### src/rtl/pmt_uart_pkg.sv
`default_nettype none
// ============================================================================
// Module      : pmt_uart_pkg
// Description : Shared constants, FSM state type and frame formatting helper
//               for the PMT-to-UART scheduler.
// Revision    : 1.0 - initial release
// ============================================================================
package pmt_uart_pkg;

  // Output mode encodings
  localparam logic [1:0] MODE_PMT1 = 2'd0;
  localparam logic [1:0] MODE_PMT2 = 2'd1;
  localparam logic [1:0] MODE_SUM  = 2'd2;
  localparam logic [1:0] MODE_BOTH = 2'd3;

  // Command bytes received from the UART
  localparam logic [7:0] CMD_START     = 8'h53;
  localparam logic [7:0] CMD_STOP      = 8'h58;
  localparam logic [7:0] CMD_MODE_BASE = 8'h30;

  // Transmit sequencing states
  typedef enum logic [0:0] {
    ST_IDLE      = 1'b0,
    ST_WAIT_DONE = 1'b1
  } sched_state_t;

  // Returns {two_bytes, frame[15:0]} for a {pmt2, pmt1} sample.
  function automatic logic [16:0] format_frame(input logic [1:0]  mode,
                                               input logic [15:0] sample);
    logic [8:0] sum;
    sum = {1'b0, sample[7:0]} + {1'b0, sample[15:8]};
    case (mode)
      MODE_PMT1: format_frame = {1'b0, 8'h00, sample[7:0]};
      MODE_PMT2: format_frame = {1'b0, 8'h00, sample[15:8]};
      MODE_SUM:  format_frame = {1'b0, 8'h00, (sum[8] ? 8'hFF : sum[7:0])};
      default:   format_frame = {1'b1, sample};
    endcase
  endfunction

endpackage
`default_nettype wire

### src/rtl/pmt_sample_fifo.sv
`default_nettype none
// ============================================================================
// Module      : pmt_sample_fifo
// Description : Synchronous 16-bit sample FIFO with flush. Pointers carry an
//               extra wrap bit so full and empty are distinguishable.
// Revision    : 1.0 - initial release
// ============================================================================
module pmt_sample_fifo #(
  parameter int DEPTH = 8
) (
  input  logic                     clk,
  input  logic                     rst,
  input  logic                     push,
  input  logic                     pop,
  input  logic                     flush,
  input  logic [15:0]              din,
  output logic [15:0]              dout,
  output logic                     full,
  output logic                     empty,
  output logic [$clog2(DEPTH):0]   level
);

  localparam int c_addr_w = $clog2(DEPTH);

  logic [15:0]       r_mem [DEPTH];
  logic [c_addr_w:0] r_wr_ptr;
  logic [c_addr_w:0] r_rd_ptr;
  logic              w_do_push;
  logic              w_do_pop;

  // A push into a full FIFO is accepted only when a pop frees a slot this cycle
  assign w_do_pop  = pop && !empty;
  assign w_do_push = push && (!full || w_do_pop);

  assign empty = (r_wr_ptr == r_rd_ptr);
  assign full  = (r_wr_ptr[c_addr_w] != r_rd_ptr[c_addr_w]) &&
                 (r_wr_ptr[c_addr_w-1:0] == r_rd_ptr[c_addr_w-1:0]);
  assign level = r_wr_ptr - r_rd_ptr;
  assign dout  = r_mem[r_rd_ptr[c_addr_w-1:0]];

  // Pointer update; flush overrides any same-cycle push or pop
  always_ff @(posedge clk) begin
    if (rst || flush) begin
      r_wr_ptr <= '0;
      r_rd_ptr <= '0;
    end else begin
      if (w_do_push) r_wr_ptr <= r_wr_ptr + (c_addr_w+1)'(1);
      if (w_do_pop)  r_rd_ptr <= r_rd_ptr + (c_addr_w+1)'(1);
    end
  end

  // Storage write
  always_ff @(posedge clk) begin
    if (w_do_push && !flush) r_mem[r_wr_ptr[c_addr_w-1:0]] <= din;
  end

endmodule
`default_nettype wire

### src/rtl/pmt_uart_scheduler.sv
`default_nettype none
// ============================================================================
// Module      : pmt_uart_scheduler
// Description : Buffers per-bin PMT1/PMT2 counts, formats them by output mode
//               and hands one frame at a time to the UART transmitter.
//               Optional transmit watchdog enabled by macro TX_WATCHDOG_EN.
// Revision    : 1.0 - initial release
// ============================================================================
module pmt_uart_scheduler
  import pmt_uart_pkg::*;
#(
  parameter int FIFO_DEPTH     = 8,
  parameter int TIMEOUT_CYCLES = 65535
) (
  input  logic                         clk,
  input  logic                         rst,
  input  logic                         bin_valid,
  input  logic [7:0]                   pmt1_count,
  input  logic [7:0]                   pmt2_count,
  input  logic                         rx_received,
  input  logic [7:0]                   rx_byte,
  input  logic                         tx_done,
  output logic                         uart_transmit,
  output logic [15:0]                  uart_tx_byte,
  output logic                         uart_two_bytes,
  output logic                         uart_stop,
  output logic                         running,
  output logic [1:0]                   mode,
  output logic                         overflow,
  output logic                         tx_timeout,
  output logic [$clog2(FIFO_DEPTH):0]  fifo_level
);

  sched_state_t r_state;
  logic         r_running;
  logic [1:0]   r_mode;
  logic         r_overflow;
  logic         r_transmit;
  logic [15:0]  r_tx_byte;
  logic         r_two_bytes;

  logic         w_cmd_start;
  logic         w_cmd_stop;
  logic         w_cmd_mode;
  logic         w_flush;
  logic         w_push_req;
  logic         w_pop;
  logic         w_full;
  logic         w_empty;
  logic [15:0]  w_dout;
  logic         w_wd_expire;

  assign w_cmd_start = rx_received && (rx_byte == CMD_START);
  assign w_cmd_stop  = rx_received && (rx_byte == CMD_STOP);
  assign w_cmd_mode  = rx_received && (rx_byte[7:2] == CMD_MODE_BASE[7:2]);
  assign w_flush     = w_cmd_start || w_cmd_stop;
  assign w_push_req  = bin_valid && r_running;
  assign w_pop       = (r_state == ST_IDLE) && r_running && !w_empty;

  pmt_sample_fifo #(.DEPTH(FIFO_DEPTH)) u_fifo (
    .clk   (clk),
    .rst   (rst),
    .push  (w_push_req && !w_flush),
    .pop   (w_pop),
    .flush (w_flush),
    .din   ({pmt2_count, pmt1_count}),
    .dout  (w_dout),
    .full  (w_full),
    .empty (w_empty),
    .level (fifo_level)
  );

  // Command decode: run/stop, output mode, sticky overflow (start clears it)
  always_ff @(posedge clk) begin
    if (rst) begin
      r_running  <= 1'b0;
      r_mode     <= MODE_PMT1;
      r_overflow <= 1'b0;
    end else begin
      if (w_cmd_start)     r_running <= 1'b1;
      else if (w_cmd_stop) r_running <= 1'b0;
      if (w_cmd_mode) r_mode <= rx_byte[1:0];
      if (w_cmd_start)
        r_overflow <= 1'b0;
      else if (w_push_req && w_full && !w_pop && !w_flush)
        r_overflow <= 1'b1;
    end
  end

  // Transmit FSM: pop and latch a formatted frame, then wait for end of frame
  always_ff @(posedge clk) begin
    if (rst) begin
      r_state     <= ST_IDLE;
      r_transmit  <= 1'b0;
      r_tx_byte   <= 16'h0000;
      r_two_bytes <= 1'b0;
    end else begin
      r_transmit <= 1'b0;
      case (r_state)
        ST_IDLE: begin
          if (w_pop) begin
            {r_two_bytes, r_tx_byte} <= format_frame(r_mode, w_dout);
            r_transmit               <= 1'b1;
            r_state                  <= ST_WAIT_DONE;
          end
        end
        ST_WAIT_DONE: begin
          if (tx_done || w_wd_expire) r_state <= ST_IDLE;
        end
        default: r_state <= ST_IDLE;
      endcase
    end
  end

`ifdef TX_WATCHDOG_EN
  localparam int c_cnt_w = $clog2(TIMEOUT_CYCLES + 1);

  logic [c_cnt_w-1:0] r_wd_cnt;
  logic               r_tx_timeout;

  // Fires on the last of TIMEOUT_CYCLES consecutive WAIT_DONE cycles without tx_done
  assign w_wd_expire = (r_state == ST_WAIT_DONE) && !tx_done &&
                       (r_wd_cnt == c_cnt_w'(TIMEOUT_CYCLES - 1));

  // Watchdog counter; held at zero outside WAIT_DONE so each frame starts fresh
  always_ff @(posedge clk) begin
    if (rst || r_state != ST_WAIT_DONE || tx_done || w_wd_expire)
      r_wd_cnt <= '0;
    else
      r_wd_cnt <= r_wd_cnt + c_cnt_w'(1);
  end

  // Sticky timeout flag, cleared by a start command
  always_ff @(posedge clk) begin
    if (rst)              r_tx_timeout <= 1'b0;
    else if (w_cmd_start) r_tx_timeout <= 1'b0;
    else if (w_wd_expire) r_tx_timeout <= 1'b1;
  end

  assign tx_timeout = r_tx_timeout;
`else
  assign w_wd_expire = 1'b0;
  // TIMEOUT_CYCLES only sizes the watchdog; the flag is constant zero here
  assign tx_timeout  = (TIMEOUT_CYCLES < 0);
`endif

  assign uart_transmit  = r_transmit;
  assign uart_tx_byte   = r_tx_byte;
  assign uart_two_bytes = r_two_bytes;
  assign running        = r_running;
  assign uart_stop      = ~r_running;
  assign mode           = r_mode;
  assign overflow       = r_overflow;

endmodule
`default_nettype wire

### config.mk
export PLATFORM = sky130hd
export DESIGN_NAME = pmt_uart_scheduler
export DESIGN_NICKNAME = d
export VERILOG_FILES = /design/src/rtl/pmt_uart_pkg.sv /design/src/rtl/pmt_sample_fifo.sv /design/src/rtl/pmt_uart_scheduler.sv
export SDC_FILE = /design/constraint.sdc
export NUM_CORES = 1
export LEC_CHECK = 0
export BUFFER_PORTS_ARGS = -buffer_cell sky130_fd_sc_hd__buf_2
export CELL_PAD_IN_SITES_DETAIL_PLACEMENT = 1
export CELL_PAD_IN_SITES_GLOBAL_PLACEMENT = 2
export CORE_MARGIN = 8
export CORE_UTILIZATION = 47
export DETAILED_ROUTE_END_ITERATION = 6
export MAX_ROUTING_LAYER = met4
export PLACE_DENSITY_LB_ADDON = 0.2
export SYNTH_ARGS = -nofsm -noshare
export SYNTH_HDL_FRONTEND = slang
export SYNTH_HIERARCHICAL = 1
export SYNTH_SLANG_ARGS = --single-unit
### constraint.sdc
create_clock -name clk -period 7.1 [get_ports clk]
set_input_delay 1.065 -clock clk [delete_from_list [all_inputs] [get_ports clk]]
set_output_delay 1.065 -clock clk [all_outputs]
set_load 0.01 [all_outputs]
Word level (Yosys, flattened, before mapping) --
Memory sizes are Yosys's and may differ from the RTL's. A register that Yosys moved wholly into a read port is not among the register bits. Index checks and enable logic that the tools add are counted.
Word-level totals: register bits after elaboration 31, bits in writable memories 128, input bits 29, output and inout bits 28, logic and storage cells 61, memories 1
Memory list:
- u_fifo.r_mem | depth 8, width 16, rd ports 1, clocked after memory_dff 1, write ports 1, line pmt_sample_fifo.sv:25 | logic [15:0] r_mem [DEPTH];
Cells by class: $add $sub $neg 4, equal/unequal tests 8, mux-type cells 11, bitwise logic cells 2, reductions and logical operators 26
Operators with widths (count):
- $pmux W17 S3 | 1
- $eq A8 B7 Y1 const B | 2
- $logic_and A1 B1 Y1 | 14
- $add A8 B8 Y9 | 1
- $add A4 B1 Y4 const B | 2
- $mux W8 | 1
- $eq A6 B4 Y1 const B | 1
- $mux W1 | 6
- $mux W3 | 2
- $eq A4 B4 Y1 | 1
- $logic_not A1 Y1 | 4
- $reduce_or A2 Y1 | 2
- $sub A4 B4 Y4 | 1
- $eq A3 B3 Y1 | 1
- $logic_or A1 B1 Y1 | 3
- $eq A2 B1 Y1 const B | 1
- $eq A2 B2 Y1 const B | 1
- $logic_not A2 Y1 | 1
- $not A1 Y1 | 2
- $pmux W1 S2 | 1
- $reduce_and A2 Y1 | 1
- $reduce_bool A2 Y1 | 1
- $ne A1 B1 Y1 | 1

Depth between registers and ports, before layout --
Gate-level depths: netlist of run 1.
depth after elaboration 9, mapped depth 12, gate-level depth less buffers 10

Cells and area by module --
The synthesis of run 1 kept the hierarchy.
By module, submodules not included:
- pmt_sample_fifo | instances 1, cells each 263, area each 5590.4 um2, sequential area each 4063.9 um2
- pmt_uart_scheduler | instances 1, cells each 169, area each 1433.9 um2, sequential area each 460.4 um2

Worst setup path before layout of run 1 --
No wires, ideal clock.
path kind register to register, start point register u_fifo.r_wr_ptr[0], end point memory u_fifo.r_mem[4][0], enable pin, setup time 409 ps, arrival 3309 ps, data required time 6691 ps, path slack 3382 ps, cell stages (with the launch flop) 12, path buffers 2, period minus slack after synthesis 3718 ps, cells stage by stage dfxtp_1 inv_1 ha_1 nand3_1 nor2_1 or3_1 clkbuf_1 inv_2 buf_2 or3_1 nand4b_1 nor3_1
Between the ends: word-level cells in the longest chain between the ends 9, elaborated cells between the ends (all ways) 12, classes of those cells 2 x eq/ne; 2 x mux; 8 x reduce/logical
RTL lines:
- start: declaration | line pmt_sample_fifo.sv:26 | logic [c_addr_w:0] r_wr_ptr;
- start signal: assignment | line pmt_sample_fifo.sv:47 | if (w_do_push) r_wr_ptr <= r_wr_ptr + (c_addr_w+1)'(1);
- $eq A4 B4 Y1 | line pmt_sample_fifo.sv:35 | assign empty = (r_wr_ptr == r_rd_ptr);
- net w_empty | line pmt_uart_scheduler.sv:49 | logic w_empty;
- $logic_not A1 Y1 | line pmt_uart_scheduler.sv:58 | assign w_pop = (r_state == ST_IDLE) && r_running && !w_empty;
- $logic_and A1 B1 Y1 | line pmt_uart_scheduler.sv:58
- net w_pop | line pmt_uart_scheduler.sv:47 | logic w_pop;
- $logic_and A1 B1 Y1 | line pmt_sample_fifo.sv:32 | assign w_do_pop = pop && !empty;
- $logic_or A1 B1 Y1 | line pmt_sample_fifo.sv:33 | assign w_do_push = push && (!full || w_do_pop);
- $logic_and A1 B1 Y1 | line pmt_sample_fifo.sv:33
- $logic_and A1 B1 Y1 | line pmt_sample_fifo.sv:54 | if (w_do_push && !flush) r_mem[r_wr_ptr[c_addr_w-1:0]] <= din;
- $mux W1 | line pmt_sample_fifo.sv:54
- $mux W1 (implied by the code) | line pmt_sample_fifo.sv:54
- end: declaration | line pmt_sample_fifo.sv:25
The timed path passes the listed nets, and every way through them passes these cells.

==> run summary, run 1 <==
Tightest Pin Transition = 1.02 ns
cell depth of the worst flop-to-flop path = 9
DRT Wirelength = 15800 µm
Die Ht = 138 µm
first-pass GRT wire length = 24900 µm
CP Max Fanout = 32
Post-CTS Resized = 0
XOR/XNOR Fraction of Synth Area = 0.0173
Routed Antenna Nets = 0
leak pwr = 0.00280 µW
top post-synthesis cells by count = edfxtp_1, dfxtp_1, mux4_1
CTS tree = built
met3 wire len = 603 µm
number of buffers created by CTS = 17
DP Cell Count = 661
PortBufs = 55
Max Root-Sink Buffers = 2
row count = 44
Critical Path End = uart_tx_byte[5]
vias per std cell = 5.78
Synth Warn # = 6
post-route cell area = 8030 µm²
delay of the slowest cell on the worst path = 1.01 ns
post-synthesis cell count = 432
io pins = 57
# DRC = 0
# hold bufs at CTS = 0
Routed WL per cell = 22.9 µm
unrepaired setup endpoints after global routing = false
r2r setup slk = 2.99 ns
Placer Congestion = 0.754
Metal-1 WL = 7430 µm
Critical-path top delay cell = dfxtp_2
final setup TNS = 0 ns
Synth Area per Inst = 16.3 µm²
clock latency on the worst-skew pair = 0.42 ns
routed wl met2 = 7540 µm
die area = 19100 µm²
min Tclk post-route = 4.11 ns
hold slack final = 0.455 ns
Max Fclk = 0.243 GHz
skew final = 0.00764 ns
Seq/Total Area, Yosys = 0.644
DR pass1 iterations = 4
peak supply drop = 0.142 mV
post-route worst setup slack = 2.99 ns
number of max-cap violations = 0
layout cells sized above 1 = 0.250
HPWL Detailed = 10000 µm
largest net degree at the start of global routing = 33
Yosys top cell by area = edfxtp_1
area grow syn2layout = 14.4%
post-CTS setup buffers = 0
Worst-path clk slew = 0.06 ns
clock sink total = 162
CTS root buffer = clkbuf_16
Final Non-Filler Cells = 693
Post-synth ARST share = 0
Top FF cell, synth = edfxtp_1
worst hold path class = flop to flop
setup violators final = 0
post-synthesis compound-gate area fraction = 0.0650
CTS H-tree depth = 4
initial antenna violation count = 0
Synth Cell Area = 7020 µm²
CP endpoint kind = flop
vias in the first global route = 4267
Cell Chain, Critical Path = mux4_1, mux2_2, ha_1, fa_1, a21o_1, a221oi_2, o21ai_1, o41ai_1, a21oi_1
top routing layer in use = met4
pwr/cell area = 238 nW/µm²
kind of start point of the critical path = flop
critical setup path kind = flop to flop
ranking of synthesized cells by area = edfxtp_1, mux4_1, dfxtp_1
nets = 540
starting density of the core = 0.481
Total Routing Usage GR = 0.174
worst slack at placement = 3.03 ns
main combinational cell family by area after synthesis = multiplexers
hold path depth = 2
chip width = 138 µm
Max Slew Vio Count = 0
Final Hold Fails = 0
synth unique cells = 55
dpl cell area = 7480 µm²
simple-gate area share of the yosys netlist = 0.0582
Rel. slew slack = 0.318
number of flops mapped to enable cells by yosys = 128
outcome = completed
Core ar. = 14600 µm²
via count = 4005
Antenna Cells = 0
Yosys top cell area share = 0.547
post-synthesis adder-cell area fraction = 0.0289
Required @ worst endpoint = 7.40 ns
mux cell area share after synthesis = 0.160
most frequent cell after synthesis = edfxtp_1
Yosys reg bits = 162
fin crit share = 0.579
Post-Syn Nets = 476
Worst R2R End = uart_tx_byte[5]
GR Overflow Total = 0
Initial DRC Count = 227
WP data arrival = 4.41 ns
## report_power, final
group          switching (µW)  internal, µW  leakage, µW  total, µW
Combinational            16.8          7.90      0.00111       24.7
Sequential              0.275          1020      0.00142       1020
Clock                     349           513     0.000262        862
Total                     366          1540      0.00280       1910
## layout by cell type (no fill, tap or decap), types with 3 or more instances in the layout
cell        netlist  final
dfxtp_1          34     33
o21ai_0           8      8
nand3_1          12     12
inv_1            11     11
buf_4             1     10
clkinv_2          0      3
and3_1            4      4
o21ai_1          11     11
nand2b_1          3      3
a221oi_1          7      7
clkinvlp_4        0      3
ha_1             13     13
clkbuf_16         0     17
mux4_2            5      5
a21o_1            4      4
mux2i_1           4      4
buf_2             1     55
xnor2_1           7      7
mux4_1           27     27
edfxtp_1        128    128
a21oi_1          25     25
nand2_1          20     20
o211ai_1          3      3
mux2_1            4      4
nor2_1           23     23
clkbuf_1          7      4
mux2_2           19     19
xor2_1            5      5
## worst min-delay path by stage
stage	from	endpoint	slack, ns
after floorplan	r_state	r_state	0.45
after global placement	uart_tx_byte[15]	uart_tx_byte[15]	0.44
after detailed placement	uart_two_bytes	uart_two_bytes	0.45
after CTS	uart_tx_byte[11]	uart_tx_byte[11]	0.46
after global routing	uart_two_bytes	uart_two_bytes	0.48
final	uart_tx_byte[11]	uart_tx_byte[11]	0.46
## cell type report
cell class                 count  area (µm²)
fill                        1355        6560
sequential                   162        4530
multi-input combinational    237        2320
clock buffer                  21         440
timing repair buffer          65         350
tap                          184         230
clock inverter                11         114
inverter                      13        48.8
## sequential cells by signal (all words and copies together), names as in the netlist, 2 cells and up, named ones only
register	flops
mode	2
uart_tx_byte	16
u_fifo/r_wr_ptr	4
u_fifo/r_mem	128
u_fifo/r_rd_ptr	4
## kinds of logic (layout without fill, tap and decap cells)
kind of cell | after synthesis | count (layout)
AOI/OAI and AO/OA | 68 | 68
xor gates and xnor gates | 13 | 13
adders and majority gates | 15 | 15
buffers and inverters | 33 | 110
DFF | 162 | 162
muxes | 59 | 59
other | 1 | 1
and+or+nand+nor | 81 | 81
## critical path: cells and delay by family, from the launching register on
kind,cells,cell delay [ns]
adders and majority gates,2,0.63
muxes,2,0.98
DFF,1,1.01
AOI/OAI and AO/OA,5,1.36
## metrics by stage
| stage | utilization | total power [µW] |
|---|---|---|
| finish | 0.551 | 1910 |
| global route | 0.551 | 1960 |
| CTS | 0.551 | 1920 |
| detailed placement | 0.513 | 1070 |
| global placement | 0.513 | 1070 |
| floorplan | - | 1050 |
## per-layer routing
layer	vias to the layer above	track usage
li1	1836	-
met1	2046	0.218
met2	97	0.274
met3	26	0.0363
met4	0	0.0624
met5	-	-
(Power assumes the default switching activity.)
==> inputs of run 2 (changes only) <==
--- a/config.mk
+++ b/config.mk
@@ -9,7 +9,7 @@
 export CELL_PAD_IN_SITES_DETAIL_PLACEMENT = 1
 export CELL_PAD_IN_SITES_GLOBAL_PLACEMENT = 2
 export CORE_MARGIN = 8
-export CORE_UTILIZATION = 47
+export CORE_UTILIZATION = 40
 export DETAILED_ROUTE_END_ITERATION = 6
 export MAX_ROUTING_LAYER = met4
 export PLACE_DENSITY_LB_ADDON = 0.2
==> constraint.sdc (replaced) <==
create_clock -name clk -period 3.66 [get_ports clk]
set_input_delay 0.549 -clock clk [delete_from_list [all_inputs] [get_ports clk]]
set_output_delay 0.549 -clock clk [all_outputs]
set_load 0.01 [all_outputs]
==> run 2 against run 1 <==
  * Register-to-register slack got worse by 2.7 ns
  * Cell count increased by 7.4%
  * Global-route usage decreased by 1.8 points
  * Sequential cell count unchanged
  * Core utilization decreased by 7.5 points
  * Hold slack got worse by 0.069 ns
  * Combinational power increased by 94%
==> run summary, run 2 (synthesis results as in run 1) <==
outcome = completed (unchanged)
chip width = 149 µm (was 138 µm)
Worst-path clk slew = 0.07 ns (was 0.06 ns)
kind of start point of the critical path = flop (unchanged)
CP endpoint kind = flop (unchanged)
Placer Congestion = 0.764 (was 0.754)
Routed Antenna Nets = 0 (unchanged)
number of buffers created by CTS = 17 (unchanged)
clock share of power = 0.463 (was 0.452)
post-route cell area = 8200 µm² (was 8030 µm²)
Core ar. = 17200 µm² (was 14600 µm²)
clock latency on the worst-skew pair = 0.43 ns (was 0.42 ns)
io pins = 57 (unchanged)
vias per std cell = 5.43 (was 5.78)
max reg flops = 128 (unchanged)
Flop pwr share = 0.524 (was 0.536)
nets = 550 (was 540)
commonest non-fill, non-tap cell in the layout = edfxtp_1 (unchanged)
fin util = 0.476 (was 0.551)
HPWL Detailed = 10500 µm (was 10000 µm)
Max Fclk = 0.294 GHz (was 0.243 GHz)
starting density of the core = 0.408 (was 0.481)
post-route worst setup slack = 0.254 ns (was 2.99 ns)
dpl cell area = 7620 µm² (was 7480 µm²)
layout cells sized above 1 = 0.268 (was 0.250)
fin crit share = 0.931 (was 0.579)
row count = 48 (was 44)
Rel. slew slack = 0.556 (was 0.318)
die area = 22100 µm² (was 19100 µm²)
unrepaired setup endpoints after global routing = false (unchanged)
critical setup path kind = flop to flop (unchanged)
GR Overflow Total = 0 (unchanged)
pwr/cell area = 461 nW/µm² (was 238 nW/µm²)
number of max-cap violations = 0 (unchanged)
Total Routing Usage GR = 0.155 (was 0.174)
CTS H-tree depth = 4 (unchanged)
worst hold path class = input pin to flop (was flop to flop)
sw frac = 0.203 (was 0.192)
Comb power frac = 0.013 (about the same)
most frequent cells in the layout = edfxtp_1, buf_2, dfxtp_1 (unchanged)
post-CTS setup buffers = 0 (unchanged)
skew final = 0.0118 ns (was 0.00764 ns)
# hold bufs at CTS = 0 (unchanged)
Net Sw Power = 766 µW (was 366 µW)
area grow syn2layout = 16.7% (was 14.4%)
Max Slew Vio Count = 0 (unchanged)
WP data arrival = 3.71 ns (was 4.41 ns)
Max Root-Sink Buffers = 2 (unchanged)
Int Pwr = 3010 µW (was 1540 µW)
peak supply drop = 0.347 mV (was 0.142 mV)
Tightest Pin Transition = 0.664 ns (was 1.02 ns)
DR pass1 iterations = 4 (unchanged)
largest net degree at the start of global routing = 26 (was 33)
Antenna Cells = 0 (unchanged)
PortBufs = 55 (unchanged)
Die Ht = 149 µm (was 138 µm)
vias in the first global route = 4175 (was 4267)
Post-CTS Resized = 0 (unchanged)
setup violators final = 0 (unchanged)
DRT Wirelength = 15800 µm (about the same)
# DRC = 0 (unchanged)
CTS tree = built (unchanged)
Initial DRC Count = 218 (was 227)
Routed WL per cell = 21.3 µm (was 22.9 µm)
worst slack at placement = 0.243 ns (was 3.03 ns)
hold slack final = 0.386 ns (was 0.455 ns)
final setup TNS = 0 ns (unchanged)
min Tclk post-route = 3.41 ns (was 4.11 ns)
filler cell count = 1670 (was 1355)
leak pwr = 0.00287 µW (was 0.00280 µW)
Final Hold Fails = 0 (unchanged)
first-pass GRT wire length = 24700 µm (was 24900 µm)
CP Max Fanout = 25 (was 32)
clock sink total = 162 (unchanged)
via count = 4041 (was 4005)
Required @ worst endpoint = 3.96 ns (was 7.40 ns)
initial antenna violation count = 0 (unchanged)
CTS root buffer = clkbuf_16 (unchanged)
run 2: per-layer routing:
metal,vias up,wire (µm),track usage
li1,1866,-,-
met3,17,704,0.0356
met2,92,7600,0.240
met1,2066,7320,0.195
met4,0,226,0.0622
met5,-,0,-
run 2: final timing paths:
check,startpoint,cells after the start,endpoint,slack (ns)
worst max-delay path,flop,10,uart_tx_byte[5],0.25
worst min-delay path,tx_done,3,r_state,0.39
worst max register to register,flop,10,uart_tx_byte[5],0.25
worst min register to register,uart_tx_byte[13],2,uart_tx_byte[13],0.46
run 2: area by class of cell:
type                       count  area (µm²)  share of cell area
sequential                   162        4520               0.552
multi-input combinational    237        2320               0.284
timing repair buffer          75         438              0.0534
clock buffer                  19         433              0.0528
tap                          225         282              0.0343
clock inverter                13         148              0.0180
inverter                      13        48.8             0.00595
run 2: through the flow:
stage                     std cells  total power (µW)
final                           744              3780
after global routing            744              3900
after CTS                       744              3830
after detailed placement        712              2070
after global placement          712              2070
after floorplan                 432              2040
run 2: power groups by stage:
stage          logic, µW  registers, µW  clock network (µW)
2_1_floorplan       13.1           2020                   0
3_3_place_gp        44.8           2020                   0
3_5_place_dp        48.4           2020                   0
4_1_cts             48.5           1980                1800
5_1_grt             53.1           1980                1870
6_report            47.9           1980                1750
run 2: worst max-delay path: stages, from the launching register on:
cell	delay (ns)
dfxtp_1	0.35
buf_12	0.22
mux4_1	0.57
mux2_2	0.29
ha_1	0.23
fa_1	0.41
a21o_1	0.23
a221oi_2	0.34
o21ai_1	0.15
o41ai_1	0.38
a21oi_1	0.11
